--- src/rtl/dmem_pkg.sv ---
// dmem_pkg: shared types and constants for the data memory arbiter
package dmem_pkg;
    typedef enum logic [1:0] {IDLE, FIRST, SECOND, DONE} state_t;
    localparam logic [3:0] LANE_MASK = 4'b1111;
    localparam int DEF_ADDR_W = 10;
endpackage

--- src/rtl/round_robin_arb2.sv ---
// round_robin_arb2: two-way round-robin grant, favouring the port not granted last
module round_robin_arb2 (
    input  logic req0_i,
    input  logic req1_i,
    input  logic last_grant_i,
    output logic valid_o,
    output logic grant_o
);
    assign valid_o = req0_i | req1_i;
    assign grant_o = (req0_i & req1_i) ? ~last_grant_i : req1_i;
endmodule

--- src/rtl/data_mem_arbiter.sv ---
// data_mem_arbiter: round-robin sequencer splitting misaligned accesses into two word accesses
module data_mem_arbiter
    import dmem_pkg::*;
#(
    parameter int ADDR_W = DEF_ADDR_W
) (
    input  logic              clk,
    input  logic              reset,
    input  logic              req0,
    input  logic              req1,
    input  logic              we0,
    input  logic              we1,
    input  logic [31:0]       addr0,
    input  logic [31:0]       addr1,
    input  logic [31:0]       wdata0,
    input  logic [31:0]       wdata1,
    output logic              ack0,
    output logic              ack1,
    output logic [31:0]       rdata,
    output logic              busy,
    output logic [ADDR_W-1:0] memAddr,
    output logic              memWe,
    output logic [3:0]        memBe,
    output logic [31:0]       memWdata,
    input  logic [31:0]       memRdata
);
    state_t state_q, state_d;
    logic last_q, last_d, id_q, id_d, we_q, we_d;
    logic [1:0] off_q, off_d;
    logic [ADDR_W-1:0] word_q, word_d;
    logic [31:0] wdata_q, wdata_d, lo_q, lo_d, hi_q, hi_d, rdata_q, rdata_d, sel_addr;
    logic [63:0] joined;
    logic arb_valid, arb_id;

    round_robin_arb2 u_arb (
        .req0_i      (req0),
        .req1_i      (req1),
        .last_grant_i(last_q),
        .valid_o     (arb_valid),
        .grant_o     (arb_id)
    );

    assign sel_addr = arb_id ? addr1 : addr0;
    assign joined   = {hi_q, lo_q} >> {off_q, 3'b000};
    assign busy     = state_q != IDLE;
    // a completing load presents its assembled word in the ack cycle itself
    assign rdata    = (state_q == DONE && !we_q) ? joined[31:0] : rdata_q;

    // next-state, request latching and memory-side drive
    always_comb begin
        state_d  = state_q;
        last_d   = last_q;
        id_d     = id_q;
        we_d     = we_q;
        off_d    = off_q;
        word_d   = word_q;
        wdata_d  = wdata_q;
        lo_d     = lo_q;
        hi_d     = hi_q;
        rdata_d  = rdata_q;
        memAddr  = '0;
        memWe    = 1'b0;
        memBe    = 4'b0;
        memWdata = '0;
        ack0     = 1'b0;
        ack1     = 1'b0;
        unique case (state_q)
            IDLE: if (arb_valid) begin
                state_d = FIRST;
                id_d    = arb_id;
                last_d  = arb_id;
                we_d    = arb_id ? we1 : we0;
                wdata_d = arb_id ? wdata1 : wdata0;
                off_d   = sel_addr[1:0];
                word_d  = sel_addr[ADDR_W+1:2];
            end
            FIRST: begin
                memAddr  = word_q;
                memWe    = we_q;
                memBe    = LANE_MASK << off_q;
                memWdata = wdata_q << {off_q, 3'b000};
                lo_d     = we_q ? lo_q : memRdata;
                hi_d     = '0;
                state_d  = (off_q != 2'd0) ? SECOND : DONE;
            end
            SECOND: begin
                memAddr  = word_q + 1'b1;
                memWe    = we_q;
                memBe    = ~(LANE_MASK << off_q);
                memWdata = wdata_q >> (6'd32 - {off_q, 3'b000});
                hi_d     = we_q ? hi_q : memRdata;
                state_d  = DONE;
            end
            default: begin
                ack0    = ~id_q;
                ack1    = id_q;
                rdata_d = we_q ? rdata_q : joined[31:0];
                state_d = IDLE;
            end
        endcase
    end

    // state and datapath registers; reset favours port 0 on the first tie
    always_ff @(posedge clk or posedge reset) begin
        if (reset) begin
            state_q <= IDLE;
            last_q  <= 1'b1;
            id_q    <= 1'b0;
            we_q    <= 1'b0;
            off_q   <= '0;
            word_q  <= '0;
            wdata_q <= '0;
            lo_q    <= '0;
            hi_q    <= '0;
            rdata_q <= '0;
        end else begin
            state_q <= state_d;
            last_q  <= last_d;
            id_q    <= id_d;
            we_q    <= we_d;
            off_q   <= off_d;
            word_q  <= word_d;
            wdata_q <= wdata_d;
            lo_q    <= lo_d;
            hi_q    <= hi_d;
            rdata_q <= rdata_d;
        end
    end
endmodule

--- config.mk ---
export PLATFORM = sky130hd
export DESIGN_NAME = data_mem_arbiter
export DESIGN_NICKNAME = d
export VERILOG_FILES = /design/src/rtl/dmem_pkg.sv /design/src/rtl/round_robin_arb2.sv /design/src/rtl/data_mem_arbiter.sv
export SDC_FILE = /design/constraint.sdc
export NUM_CORES = 1
export LEC_CHECK = 0
export CORE_ASPECT_RATIO = 0.9
export CORE_MARGIN = 8
export CORE_UTILIZATION = 36
export DETAILED_ROUTE_END_ITERATION = 8
export HOLD_SLACK_MARGIN = 0.06
export SYNTH_ARGS = -nofsm -noshare
export SYNTH_HDL_FRONTEND = slang
export SYNTH_SLANG_ARGS = --single-unit
--- constraint.sdc ---
create_clock -name clk -period 7.1 [get_ports clk]
set_clock_uncertainty 0.2 [all_clocks]
set_input_delay 1.42 -clock clk [delete_from_list [all_inputs] [get_ports clk]]
set_output_delay 1.42 -clock clk [all_outputs]
set_load 0.02 [all_outputs]
==> metrics.md, run 1 <==
| Metric | Value |
|---|---|
| Setup violations, final | 0 |
| Detail Route Antenna Nets | 0 |
| Routed WL | 24.85 mm |
| Pre-antenna DRT Iters | 5 |
| Layout Utilization | 49.75% |
| Max incr delay on CP | 0.90 ns |
| Post-Layout Inst Area | 10,790 µm² |
| Seq/Total Area, Yosys | 42.92% |
| Synth Instances | 794 |
| CP required | 5.48 ns |
| Worst slack at placement | 1.667 ns |
| Setup TNS | 0 ns |
| Psw | 2.382 mW |
| Leak pwr | 4.492 nW |
| Vias in the first global route | 6,457 |
| Floorplan row count | 51 |
| Maximum root-to-sink buffer count | 2 |
| Crit Path Class | reg -> out |
| Core area | 21,700 µm² |
| Clock power frac | 15.6% |
| Reg power frac | 27.6% |
| GRT Overall Usage | 18.24% |
| Cell Area, Synth | 7990 µm² |
| Pwr dens | 501.1 nW/µm² |
| Tcrit/Tclk final | 82.17% |
| Worst path slowest cell | a211oi_4 |
| Hold_ws | 0.2787 ns |
| Area of the multi-input gates | 4253 µm² |
| Fin crit period | 5.834 ns |
| Asr flop ratio synth | 100.0% |
| CTS resizes | 0 |
| GR Overflow Total | 0 |
| Clk sinks | 137 |
| Area growth syn-to-layout | 35.09% |
| Hold Violations, Final | 0 |
| WP buf/inv | 2 |
| DR vias/cell | 5.222 |
| Initial antenna violation count | 3 |
| Max-cap violations | 0 |
| Yosys cell types | 46 |
| Status | finished clean |
| Synth Flop Type | dfrtp_1 |
| Setup ws final | 1.266 ns |
| Slew headroom | 27.91% |
| Final cell count without fillers | 1,268 |
| Worst vdd ir | 0.0002144 V |
| Die area | 27,230 µm² |
| Detailed Route Iter0 Violations | 538 |
| Yosys Warn Count | 0 |
| Pin count of the biggest net entering global routing | 92 |
| Synthesized area per cell | 10.06 µm² |
| EDFF count, synth | 0 |
| GP Congestion | 0.8044 |
| Drt wl/cell | 19.60 µm |
| Cell area after placement | 10,230 µm² |
| Die Ht | 157.3 µm |
| Io pins | 248 |
| RSZ-0062 raised after global routing | no |
| Critical path launch point type | flop |
| Vias post-DR | 6,622 |
| Clock tree from TritonCTS | built |
| Kind of end point of the critical path | output port |
| Final Max Slew Viols | 0 |
| DRC Markers | 0 |
| First-pass GRT wire length | 39.00 mm |
| Clock slew at reported path FFs | 0.06 ns |
| Post-CTS setup buffer count | 0 |
| TritonCTS Buffers | 17 |
| Filler instances | 2,048 |
| H-tree depth | 4 |
| CP top delay family | compound AO/OA/AOI/OAI gates |
| Worst-path maximum fanout | 24 |
| Crit path DAT | 4.21 ns |
| Nets | 1,137 |
| Worst Tran Pin Value | 1.081 ns |
| Crit path cell chain | inv_2 -> ha_1 -> or3b_4 -> a211oi_4 -> a221o_1 -> clkdlybuf4s50_1 |
| Layout cells sized above 1 | 13.64% |
| Hold Path Class | reg -> reg |
| Width of the die | 173.0 µm |
| # hold bufs at CTS | 0 |
| Logic pwr share | 56.7% |
| Int Pwr | 3.027 mW |
| Clk_lat worst skew | 0.42 ns |
| Total power | 5.409 mW |
| Reg area | 3432 µm² |
| Net count after synthesis | 968 |
| Post-DP HPWL | 17.60 mm |
| Sw frac | 44.03% |
| Max frequency | 171.4 MHz |
| CTS Root Cell | clkbuf_16 |
| Synth Register Bits | 137 |
| Port bufs | 207 |
| Placed cell count | 1,235 |
| Starting density of the core | 36.83% |
[layer usage]
metal  wire [µm]  track usage [%]  part of all wire, %
met4         327            4.635                  1.3
met5          27                0                 0.11
met1       12250            26.07                   49
met2       10910            26.78                   44
met3        1336            4.837                  5.4
[power groups by stage]
stage	clock network (mW)	logic (mW)	registers [mW]
2_1_floorplan	0	2.06	1.38
4_1_cts	0.864	3.09	1.49
3_5_place_dp	0	3.08	1.50
6_report	0.846	3.07	1.49
5_1_grt	0.903	3.34	1.55
3_3_place_gp	0	3.05	1.49
[cell usage in the layout, fill, tap and decap left out, drive strengths merged, types with 2 or more instances in the layout]
| cell | n |
|---|---|
| clkinvlp | 3 |
| nand2 | 118 |
| a21oi | 15 |
| nand3b | 10 |
| and2 | 4 |
| nand3 | 6 |
| clkinv | 6 |
| nor2 | 9 |
| diode | 2 |
| o21ai | 118 |
| nor3 | 4 |
| o2bb2ai | 7 |
| nor2b | 5 |
| or4bb | 8 |
| or4 | 2 |
| nand2b | 6 |
| inv | 8 |
| a41oi | 2 |
| o22ai | 8 |
| a22o | 25 |
| a221o | 16 |
| clkdlybuf4s50 | 207 |
| nand4 | 3 |
| dfrtp | 136 |
| and3 | 2 |
| mux2 | 81 |
| a31oi | 4 |
| buf | 10 |
| ha | 8 |
| clkbuf | 21 |
| mux2i | 95 |
| a22oi | 15 |
[worst reg2reg max path: stages (launching register included)]
cell and delay, ns:
dfrtp_1 0.41, inv_1 0.11, ha_1 0.80, nand2b_1 0.11
buf_4 0.30, mux2_1 0.41
[synth_stat cells, drive strengths merged (2+ instances only)]
library cell / number / area share [%]
a41oi: 2 / 0.22
nand3: 6 / 0.38
nand3b: 10 / 0.94
or4bb: 8 / 1.1
nand2: 118 / 5.5
ha: 8 / 1.3
a221o: 16 / 2.0
and2: 4 / 0.31
o2bb2ai: 7 / 0.77
mux2: 81 / 11
inv: 8 / 0.38
nor2b: 5 / 0.39
o22ai: 8 / 0.63
nand2b: 6 / 0.47
nand4: 3 / 0.23
mux2i: 95 / 12
a22oi: 15 / 1.4
buf: 29 / 2.1
nor2: 9 / 0.42
or4: 2 / 0.19
a31oi: 4 / 0.31
nor3: 4 / 0.25
a21oi: 15 / 0.94
o21ai: 118 / 7.4
dfrtp: 136 / 43
a22o: 25 / 2.7
clkbuf: 38 / 1.8
and3: 2 / 0.16
[final cells by class]
| cell class | instances | area share, % |
|---|---|---|
| inverter | 8 | 0.3246 |
| antenna | 2 | 0.04637 |
| clock buffer | 21 | 4.266 |
| sequential | 137 | 31.80 |
| timing repair buffer | 217 | 19.89 |
| tap | 291 | 3.373 |
| clock inverter | 10 | 0.9041 |
| multi-input combinational | 582 | 39.40 |
[sequential cells by signal, indices dropped and copies added, names as in the netlist]
signal   count
word_q      10
we_q         1
rdata_q     32
last_q       1
state_q      2
lo_q        32
off_q        2
wdata_q     32
id_q         1
hi_q        24
[cell families (layout without fill, tap and decap cells)]
logic type / after synthesis / after routing / synth area share (%)
buffers and inverters: 75 / 256 / 4.275
AOI/OAI and AO/OA: 217 / 217 / 17.30
other: 0 / 2 / 0
DFF: 137 / 137 / 42.92
adders and majority gates: 8 / 8 / 1.253
and+or+nand+nor: 181 / 181 / 10.93
muxes: 176 / 176 / 23.32
[worst paths after layout]
check,from,to,slack (ns),depth (start not counted)
worst min-delay path,rdata_q[0]$_DFFE_PP0P_,rdata_q[0]$_DFFE_PP0P_,0.28,2
worst max register to register,state_q[1]$_DFFE_PP0P_,lo_q[25]$_DFFE_PP0P_,4.66,5
worst min register to register,rdata_q[0]$_DFFE_PP0P_,rdata_q[0]$_DFFE_PP0P_,0.28,2
max in group asynchronous,reset,lo_q[24]$_DFFE_PP0P_,4.17,3
min in group asynchronous,reset,rdata_q[0]$_DFFE_PP0P_,1.38,2
worst max-delay path,off_q[0]$_DFFE_PP0P_,memWdata[9],1.27,6
(Power assumes the default switching activity.)
==> inputs of run 2 (changes only) <==
==> constraint.sdc (replaced) <==
create_clock -name clk -period 5.7 [get_ports clk]
set_clock_uncertainty 0.2 [all_clocks]
set_input_delay 1.14 -clock clk [delete_from_list [all_inputs] [get_ports clk]]
set_output_delay 1.14 -clock clk [all_outputs]
set_load 0.02 [all_outputs]
==> run 2 against run 1 <==
Against the previous run:
- sequential power increased by 25%
- sequential share of layout area decreased by 0.24 points
- register-to-register slack got worse by 1.4 ns
- final area increased by 0.78%
- count of clock-buffer cells in the layout decreased by 3
- via count increased by 1.8%
- global-route usage about the same
- total power increased by 27%
- die area unchanged
- cell count increased by 0.16%
- critical path depth increased by 1
- largest cell class unchanged
- largest power group unchanged
==> metrics.md, run 2 (synthesis results as in run 1) <==
| Metric | Value |
|---|---|
| Status | finished clean |
| R2R setup slack | 3.31 ns (-1.35 ns) |
| Worst vdd ir | 0.0003062 V (+43%) |
| Pin count of the biggest net entering global routing | 86 (-6.5%) |
| Post-DP HPWL | 17.78 mm (+1.0%) |
| Hold path depth | 2 (unchanged) |
| Hold_sp | rdata_q[12]$_DFFE_PP0P_ |
| First-pass GRT wire length | 39.33 mm (+0.85%) |
| GRT Overall Usage | 18.27% (+0.033 points) |
| CTS Root Cell | clkbuf_16 |
| Layout cells sized above 1 | 14.11% (+0.47 points) |
| Pwr dens | 632.0 nW/µm² (+26%) |
| Setup TNS | 0 ns (unchanged) |
| RSZ-0062 raised after global routing | no |
| Floorplan row count | 51 (unchanged) |
| Vias post-DR | 6,741 (+1.8%) |
| Grt met1 use | 26.02% (-0.049 points) |
| M3 GR Usage | 4.622% (-0.22 points) |
| Starting density of the core | 36.83% (unchanged) |
| DRC Markers | 0 (unchanged) |
| Reg-to-Reg Start | state_q[1]$_DFFE_PP0P_ |
| Hold Violations, Final | 0 (unchanged) |
| Leak pwr | 4.541 nW (+1.1%) |
| Hold Path Class | reg -> reg |
| Area growth syn-to-layout | 36.14% |
| CP required | 4.36 ns (-1.12 ns) |
| Detailed Route Iter0 Violations | 536 (-0.37%) |
| Worst-path maximum fanout | 24 (unchanged) |
| Final Max Slew Viols | 0 (unchanged) |
| Initial antenna violation count | 3 (unchanged) |
| CP top delay family | buffers and inverters |
| Clk_lat worst skew | 0.41 ns (about the same) |
| Worst Tran Pin Value | 1.086 ns (+0.005140 ns) |
| Pre-antenna DRT Iters | 5 (unchanged) |
| Grt met2 use | 27.40% (+0.62 points) |
| Width of the die | 173.0 µm (unchanged) |
| Worst reg2reg path depth | 6 (+1) |
| Detail Route Antenna Nets | 0 (unchanged) |
| Biggest regs | lo_q (32), rdata_q (32), wdata_q (32) |
| Clock slew at reported path FFs | 0.06 ns (about the same) |
| Slew headroom | 27.57% (-0.34 points) |
| Filler instances | 2,032 (-0.78%) |
| Die area | 27,230 µm² (unchanged) |
| GP Congestion | 0.8034 (-0.12%) |
| Crit path DAT | 3.36 ns (-0.85 ns) |
| Hold path endpoint | rdata_q[12]$_DFFE_PP0P_ |
| # hold bufs at CTS | 0 (unchanged) |
| Crit Path Class | reg -> out |
| Fin crit period | 4.699 ns |
| Most common cell after layout, fill and taps aside | clkdlybuf4s50_1 |
| TritonCTS Buffers | 17 (unchanged) |
| Crit path cell chain | inv_2 -> ha_1 -> or3b_4 -> a211oi_4 -> buf_4 -> a221o_1 -> clkdlybuf4s50_1 |
| Drt wl/cell | 19.86 µm (+1.3%) |
| Setup violations, final | 0 (unchanged) |
| H-tree depth | 4 (unchanged) |
| Io pins | 248 (unchanged) |
| Die Ht | 157.3 µm (unchanged) |
| Post-CTS setup buffer count | 0 (unchanged) |
| Clk sinks | 137 (unchanged) |
| Critical R2R Capture | lo_q[24]$_DFFE_PP0P_ |
| Worst path slowest cell | clkdlybuf4s50_1 |
| GR peak layer | met2 |
| Routed WL | 25.22 mm (+1.5%) |
| Tcrit/Tclk final | 82.45% |
| DR vias/cell | 5.308 (+1.6%) |
| CTS resizes | 0 (unchanged) |
| Max incr delay on CP | 0.65 ns (-0.25 ns) |
| Port bufs | 207 (unchanged) |
| Max-cap violations | 0 (unchanged) |
| GR Overflow Total | 0 (unchanged) |
| Commonest cells after routing, fill and taps aside | clkdlybuf4s50_1, dfrtp_1, nand2_1 |
| Kind of end point of the critical path | output port |
| Clock tree from TritonCTS | built |
| Critical path launch point type | flop |
| Nets | 1,141 (+0.35%) |
| WP buf/inv | 3 (+1) |
| Max frequency | 212.8 MHz |
| Core area | 21,700 µm² (unchanged) |
| Hold_ws | 0.2779 ns (-0.0007900 ns) |
| Maximum root-to-sink buffer count | 2 (unchanged) |
| Vias in the first global route | 6,509 (+0.81%) |
-- run 2: changes by cell type in the layout (fill, tap and decap cells not counted), sizes merged --
cell    before  now
buf         10   14
bufinv       1    4
clkbuf      21   18
clkinv       6    4
diode        2    1
inv          8    9
-- run 2: worst register-to-register path: cells and delay by family, from the launching register on --
kind                     cells  cell delay [ns]
buffers and inverters        3             0.69
adder cells (fa/ha/maj)      1             0.52
flip-flops                   1             0.41
multiplexers                 1             0.38
AND/OR/NAND/NOR              1             0.07
-- run 2: layer usage --
layer,vias to the layer above,wire length (µm)
met2,164,11030
met3,16,1277
met1,3305,12610
met5,-,27
li1,3252,-
met4,4,268
-- run 2: area by class of cell --
type                    instances  area (µm²)  area share [%]
diodes                          1       2.502         0.02300
clock buffers                  18       439.2           4.037
clock inverters                12       175.2           1.610
inverters                       8       35.03          0.3221
multi-input cells             582        4253           39.10
flip-flops and latches        137        3432           31.55
well taps                     291       364.1           3.347
repair buffers                221        2177           20.01
-- run 2: report_power, final --
group | leakage, nW | switching [mW] | internal (mW) | total (mW)
sequential | 1.68 | 0.408 | 1.45 | 1.86
combinational | 2.56 | 2.14 | 1.71 | 3.85
clock | 0.294 | 0.431 | 0.739 | 1.17
-- run 2: how the worst max path moves through the flow --
stage | startpoint | to | slack [ns] | depth (start not counted)
2_1_floorplan | reset | hi_q[0]$_DFFE_PP0P_ | 0.69 | 1
6_report | off_q[0]$_DFFE_PP0P_ | memWdata[9] | 1.00 | 7
3_3_place_gp | off_q[0]$_DFFE_PP0P_ | memWdata[9] | 1.45 | 7
5_1_grt | off_q[0]$_DFFE_PP0P_ | memWdata[25] | 0.84 | 7
3_5_place_dp | off_q[0]$_DFFE_PP0P_ | memWdata[9] | 1.44 | 7
4_1_cts | off_q[0]$_DFFE_PP0P_ | memWdata[9] | 0.99 | 7
-- run 2: metrics by stage --
stage                     util (%)  cells  total power, mW  area, µm²  setup WS [ns]
after floorplan                  -    794            4.280       7990         0.6938
after global placement       47.30   1239            5.660      10260          1.450
after detailed placement     47.30   1239            5.715      10260          1.443
after CTS                    50.13   1269            6.912      10880         0.9924
after global routing         50.14   1270            7.336      10880         0.8371
final                        50.14   1270            6.875      10880          1.001
